[config.mk]
export PLATFORM = sky130hd
export DESIGN_NAME = event_counter_array
export DESIGN_NICKNAME = d
export VERILOG_FILES = /design/src/rtl/event_counter_pkg.sv /design/src/rtl/ch_counter.sv /design/src/rtl/event_counter_array.sv
export SDC_FILE = /design/constraint.sdc
export NUM_CORES = 1
export LEC_CHECK = 0
export ABC_AREA = 1
export CORE_MARGIN = 8
export CORE_UTILIZATION = 44
export CTS_CLUSTER_SIZE = 8
export DETAILED_ROUTE_END_ITERATION = 8
export DONT_BUFFER_PORTS = 1
export PLACE_DENSITY_LB_ADDON = 0.25
export REMOVE_ABC_BUFFERS = 1
export SLEW_MARGIN = 20
export SYNTH_ARGS = -nofsm -noshare
export SYNTH_HDL_FRONTEND = slang
export SYNTH_SLANG_ARGS = --single-unit
export TNS_END_PERCENT = 5
[constraint.sdc]
create_clock -name clk -period 4.4 [get_ports clk]
set_input_delay 0.66 -clock clk [delete_from_list [all_inputs] [get_ports clk]]
set_output_delay 0.66 -clock clk [all_outputs]
set_load 0.03 [all_outputs]
[src/rtl/event_counter_pkg.sv]
// Shared definitions for the event counter array: serializer states and parameter limits.
`timescale 1ns/1ps
package event_counter_pkg;

  localparam int NUM_CH_MAX = 8;
  localparam int CNT_W_MAX  = 16;

  typedef enum logic [1:0] {
    IDLE  = 2'd0,
    LOAD  = 2'd1,
    SHIFT = 2'd2
  } state_t;

endpackage

[src/rtl/ch_counter.sv]
// One event channel: 2-FF synchroniser, registered rising-edge detect, counter and sticky overflow.
// Build macro COUNTER_SATURATE_EN: defined -> counter holds at all-ones, undefined -> counter wraps.
`timescale 1ns/1ps
module ch_counter
  import event_counter_pkg::*;
#(
  parameter int CNT_W = 8
) (
  input  logic             clk,
  input  logic             rst_n,
  input  logic             ena,
  input  logic             pin,
  input  logic             snap,
  output logic [CNT_W-1:0] cnt,
  output logic             ovf,
  output logic             ovf_evt
);

  if (CNT_W < 4 || CNT_W > CNT_W_MAX) begin : g_bad_width
    $error("ch_counter: CNT_W out of range");
  end

  logic sync_1, sync_2, sync_3;
  logic pulse;
  logic cnt_full;

  // The edge detector keeps tracking while disabled so re-enabling never fakes an edge.
  always_ff @(posedge clk or negedge rst_n) begin
    if (!rst_n) begin
      sync_1 <= 1'b0;
      sync_2 <= 1'b0;
      sync_3 <= 1'b0;
    end else begin
      sync_1 <= pin;
      sync_2 <= sync_1;
      sync_3 <= sync_2;
    end
  end

  assign pulse    = sync_2 & ~sync_3;
  assign cnt_full = &cnt;
  assign ovf_evt  = ena & pulse & cnt_full & ~snap;

  // A snapshot opens a new window; an edge in that same cycle belongs to the new window.
  always_ff @(posedge clk or negedge rst_n) begin
    if (!rst_n) begin
      cnt <= '0;
      ovf <= 1'b0;
    end else if (ena) begin
      if (snap) begin
        cnt <= pulse ? CNT_W'(1) : '0;
        ovf <= 1'b0;
      end else if (pulse) begin
        if (cnt_full) begin
          ovf <= 1'b1;
`ifdef COUNTER_SATURATE_EN
          cnt <= cnt;
`else
          cnt <= '0;
`endif
        end else begin
          cnt <= cnt + CNT_W'(1);
        end
      end
    end
  end

endmodule

[src/rtl/event_counter_array.sv]
// Multi-channel event counter: RTC-closed windows, snapshot, MSB-first serial readout, sticky flags.
// Build macro COUNTER_SATURATE_EN selects saturating counters (see ch_counter).
`timescale 1ns/1ps
module event_counter_array
  import event_counter_pkg::*;
#(
  parameter int NUM_CH = 4,
  parameter int CNT_W  = 8,
  parameter int ADDR_W = 3
) (
  input  logic              clk,
  input  logic              rst_n,
  input  logic              ena,
  input  logic [NUM_CH-1:0] ch_in,
  input  logic              rtc_in,
  input  logic              clr_flags,
  output logic              serial_out,
  output logic              sl_out,
  output logic [ADDR_W-1:0] ch_addr,
  output logic              ovf_ch_out,
  output logic              ovf_global,
  output logic              ovf_rtc_out,
  output logic              busy
);

  localparam int BIT_W = $clog2(CNT_W);

  if (NUM_CH < 2 || NUM_CH > NUM_CH_MAX || (1 << ADDR_W) < NUM_CH) begin : g_bad_cfg
    $error("event_counter_array: NUM_CH/ADDR_W out of range");
  end

  logic              rtc_s1, rtc_s2, rtc_s3;
  logic              rtc_pulse;
  logic              snap;
  logic              rtc_collide;
  logic [CNT_W-1:0]  cnt    [NUM_CH];
  logic [CNT_W-1:0]  shadow [NUM_CH];
  logic [NUM_CH-1:0] ovf;
  logic [NUM_CH-1:0] ovf_evt;
  logic [NUM_CH-1:0] shovf;

  state_t            state, state_next;
  logic [ADDR_W-1:0] ch_idx, ch_idx_next;
  logic [BIT_W-1:0]  bit_idx, bit_idx_next;
  logic [BIT_W-1:0]  cur_bit;
  logic [CNT_W-1:0]  sel_word;
  logic              sel_ovf;

  always_ff @(posedge clk or negedge rst_n) begin
    if (!rst_n) begin
      rtc_s1 <= 1'b0;
      rtc_s2 <= 1'b0;
      rtc_s3 <= 1'b0;
    end else begin
      rtc_s1 <= rtc_in;
      rtc_s2 <= rtc_s1;
      rtc_s3 <= rtc_s2;
    end
  end

  assign rtc_pulse   = rtc_s2 & ~rtc_s3;
  // A tick during a frame is dropped (window extends) and only flagged.
  assign snap        = ena & rtc_pulse & (state == IDLE);
  assign rtc_collide = ena & rtc_pulse & (state != IDLE);

  for (genvar g = 0; g < NUM_CH; g++) begin : g_ch
    ch_counter #(.CNT_W(CNT_W)) u_ch (
      .clk     (clk),
      .rst_n   (rst_n),
      .ena     (ena),
      .pin     (ch_in[g]),
      .snap    (snap),
      .cnt     (cnt[g]),
      .ovf     (ovf[g]),
      .ovf_evt (ovf_evt[g])
    );
  end

  always_ff @(posedge clk or negedge rst_n) begin
    if (!rst_n) begin
      for (int i = 0; i < NUM_CH; i++) shadow[i] <= '0;
      shovf <= '0;
    end else if (snap) begin
      for (int i = 0; i < NUM_CH; i++) shadow[i] <= cnt[i];
      shovf <= ovf;
    end
  end

  always_ff @(posedge clk or negedge rst_n) begin
    if (!rst_n) begin
      state   <= IDLE;
      ch_idx  <= '0;
      bit_idx <= '0;
    end else if (ena) begin
      state   <= state_next;
      ch_idx  <= ch_idx_next;
      bit_idx <= bit_idx_next;
    end
  end

  always_comb begin
    state_next   = state;
    ch_idx_next  = ch_idx;
    bit_idx_next = bit_idx;
    case (state)
      IDLE: begin
        if (snap) begin
          state_next  = LOAD;
          ch_idx_next = '0;
        end
      end
      LOAD: begin
        state_next   = SHIFT;
        bit_idx_next = BIT_W'(CNT_W - 2);
      end
      SHIFT: begin
        if (bit_idx == '0) begin
          if (ch_idx == ADDR_W'(NUM_CH - 1)) begin
            state_next  = IDLE;
            ch_idx_next = '0;
          end else begin
            state_next  = LOAD;
            ch_idx_next = ch_idx + ADDR_W'(1);
          end
        end else begin
          bit_idx_next = bit_idx - BIT_W'(1);
        end
      end
      default: state_next = IDLE;
    endcase
  end

  // Channel mux written as a compare loop so ch_addr may be wider than the channel index.
  always_comb begin
    sel_word = '0;
    sel_ovf  = 1'b0;
    for (int i = 0; i < NUM_CH; i++) begin
      if (ch_idx == ADDR_W'(i)) begin
        sel_word = shadow[i];
        sel_ovf  = shovf[i];
      end
    end
  end

  assign cur_bit    = (state == LOAD) ? BIT_W'(CNT_W - 1) : bit_idx;
  assign busy       = (state != IDLE);
  assign sl_out     = (state == LOAD);
  assign ch_addr    = busy ? ch_idx : '0;
  assign serial_out = busy & sel_word[cur_bit];
  assign ovf_ch_out = busy & sel_ovf;

  always_ff @(posedge clk or negedge rst_n) begin
    if (!rst_n) begin
      ovf_global  <= 1'b0;
      ovf_rtc_out <= 1'b0;
    end else begin
      if (|ovf_evt)       ovf_global <= 1'b1;
      else if (clr_flags) ovf_global <= 1'b0;
      if (rtc_collide)    ovf_rtc_out <= 1'b1;
      else if (clr_flags) ovf_rtc_out <= 1'b0;
    end
  end

endmodule

==> results.md <==
- Status: complete, no violations
- R2r setup slk: 2.42 ns
- Critical Path Fanout Max: 8
- Setup ws final: around 1.1 ns
- First-pass GRT wire length: 16.7 mm
- Iteration-0 DRC count of the detailed router: about 260
- Final core occ: 0.482
- Synth unique cells: 30
- Layout area overhead: 6.96%
- Area of the multi-input gates: 1810 sq um
- Vias in the first global route: roughly 3.5k
- Gate Count Post-Synth: roughly 570
- Die area: 14100 sq um
- CP arrival: 2.63 ns
- R2R depth: 7
- Routability cong.: about 0.90
- Fillers: 1018
- Largest area contributor in the netlist: dfrtp_1
- Ant diodes: 0
- Die W: 119 microns
- Avg Cell Area, Syn: between 8 and 9 sq um
- Most frequent cells in the layout: nand2_1 (138), dfrtp_1 (97), inv_1 (85)
- Core ar.: 10300 sq um
- Largest net degree at the start of global routing: 98
- Startpoint Class: flop
- Sequential fraction of the synthesis area: 0.521
- Area contributors post-synth: dfrtp_1 (52%), nand2_1 (11%), inv_1 (6.9%)
- Sequential cell area: between 2000 and 2500 sq um
- Endpoint class of the critical path: output port
- CP Class: flop to output port
- Average vias per placed instance: 5.09
- YS warnings: 0
- Final slew viol count: 0
- Final setup vio count: 0
- LEAKAGE: 2.46 nW
- Least-Margin Pin Slew: 0.716 ns
- Cell Pwr Density: ~580 nW/um^2
- Clock skew: 0.00762 ns
- Initial antenna violation count: 0
- Sink Count: slightly below 100
- CTS tree: done
- H-tree depth: 3
- Max capacitance violation total: 0
- Crit Reg-Reg Endpoint: g_ch[0].u_ch.cnt[4]
- Reg2reg start: state[1]
- Unrepaired setup endpoints after global routing: false
- Clk root buf: clkbuf_8
- Clock Latency Late Sink: 0.37 ns
- Total track usage: 0.145
- Ports: 18
- CTS max path bufs: 2
- DRC: 0
- Top achievable clock speed: a little over 300 MHz
- Gr ovfl total: 0
- Commonest non-fill, non-tap cell in the layout: nand2_1
- Pre-CTS setup slack: 1.55 ns
- Hold Crit Class: primary input to async pin
- Flops & latches, synth: 97
- Clock-pin slew on the worst setup and hold paths: 0.09 ns
- Yosys top cell area share: 0.521
- Pre-antenna DRT Iters: 5
- Site row count: 37
- DP HPWL: 6.75 mm
- Setup TNS: 0 ns
- Period minus WS final: 3.29 ns
- Tcrit/Tclk final: 0.748
- Post-DR wirelength/cell: 13.5 microns
- Post-CTS setup repair buffer count: 0
- Cell area after synthesis: ~4700 sq um
- Total Nets Final: 592
- Worst slew margin: 0.523
- Layout cells sized above 1: 0.0623
- Final Hold Vio Count: 0
- Required time worst endpoint: 3.74 ns
- Vias after detailed routing: 3633
- Num CTS Buffers: 9
- IO Port Bufs: 0
- Die span in y: ~120 microns
- DRT Wirelength: between 9 and 10 mm
- Peak supply drop: 0.221 mV
- Final ANT Viol Nets: 0
- Initial Util: 0.451
-- flip-flops by register name, indices dropped and copies added (netlist names), 2 cells and up --
register / count
shovf: 4
g_ch.u_ch.sync_1: 4
g_ch.u_ch.sync_3: 4
ch_idx: 3
g_ch.u_ch.ovf: 4
bit_idx: 3
shadow: 32
g_ch.u_ch.cnt: 32
state: 2
g_ch.u_ch.sync_2: 4
-- cells in the mapped netlist, drive strengths merged --
cell type / count
a211oi: 2
a21oi: 23
a221oi: 1
a31oi: 1
buf: 11
clkbuf: 2
dfrtp: 97
ha: 10
inv: 94
nand2: 141
nand3: 48
nand3b: 1
nand4: 4
nor2: 41
nor3: 8
nor4: 2
o211ai: 4
o21a: 2
o21ai: 72
o22ai: 4
or2: 1
xor2: 4
-- worst max-delay path by stage --
stage / from / endpoint / slack (ns) / depth (start not counted)
after floorplan: ch_idx[1] / serial_out / 1.84 / 14
after global placement: ch_idx[1] / serial_out / 1.64 / 14
after detailed placement: ch_idx[1] / serial_out / 1.55 / 14
after CTS: ch_idx[1] / serial_out / 1.11 / 14
after global routing: ch_idx[1] / serial_out / 0.81 / 14
final: ch_idx[1] / serial_out / 1.11 / 14
-- logic make-up (layout without fill, tap and decap cells) --
| kind of cell | Yosys count | after routing | synth area share |
|---|---|---|---|
| fa+ha+maj | 10 | 10 | 0.0269 |
| flops | 97 | 97 | 0.521 |
| simple gates | 246 | 246 | 0.230 |
| buf+inv | 107 | 112 | 0.0903 |
| xor+xnor | 4 | 4 | 0.00752 |
| compound gates | 109 | 109 | 0.124 |
-- timing repair --
| item | 4_1_cts | 5_1_grt |
|---|---|---|
| hold endpoints to repair | 97 | 0 |
| resized for setup | 0 | 0 |
| endpoints found under the setup margin | 0 | 0 |
| hold buffers | 1 | 0 |
-- per-layer routing --
layer | part of all wire | GRT usage | up-vias
met5 | 0 | 0 | -
met2 | 0.45 | 0.215 | 67
met4 | 0.026 | 0.0704 | 0
met1 | 0.49 | 0.195 | 1714
met3 | 0.036 | 0.0331 | 20
li1 | - | - | 1832
-- per-stage QoR --
| step | hold WS [ns] | instances | area (sq um) | power [mW] |
|---|---|---|---|---|
| after floorplan | 0.331 | 560 | 4590 | 2.10 |
| after global placement | 0.334 | 697 | 4770 | 2.32 |
| after detailed placement | 0.335 | 697 | 4770 | 2.35 |
| after CTS | 0.221 | 714 | 4980 | 2.92 |
| after global routing | 0.217 | 714 | 4980 | 3.16 |
| final | 0.178 | 714 | 4980 | 2.89 |
-- power breakdown --
part           internal (mW)  switching, mW
logic                  0.316          0.623
registers               1.18          0.231
clock network          0.233          0.312
total                   1.73           1.17
-- worst max-delay path, stage by stage (launching register included) --
cell and delay [ns]:
dfrtp_1 0.41, inv_1 0.12, ha_1 0.33, inv_2 0.10, nor2_1 0.26, nand2_1 0.10
nand2_1 0.07, inv_1 0.04, nand2_1 0.05, nand2_1 0.05, nand2_1 0.05, nand2_1 0.05
nor2_1 0.09, nor2_1 0.05, nor2_1 0.48
-- layout make-up --
type,instances,area share
Sequential cell,97,0.487
Multi-Input combinational cell,369,0.363
Inverter,94,0.0719
Tap cell,136,0.0342
Clock buffer,11,0.0304
Timing Repair Buffer,2,0.00704
Clock inverter,5,0.00603
(Power assumes the default switching activity.)
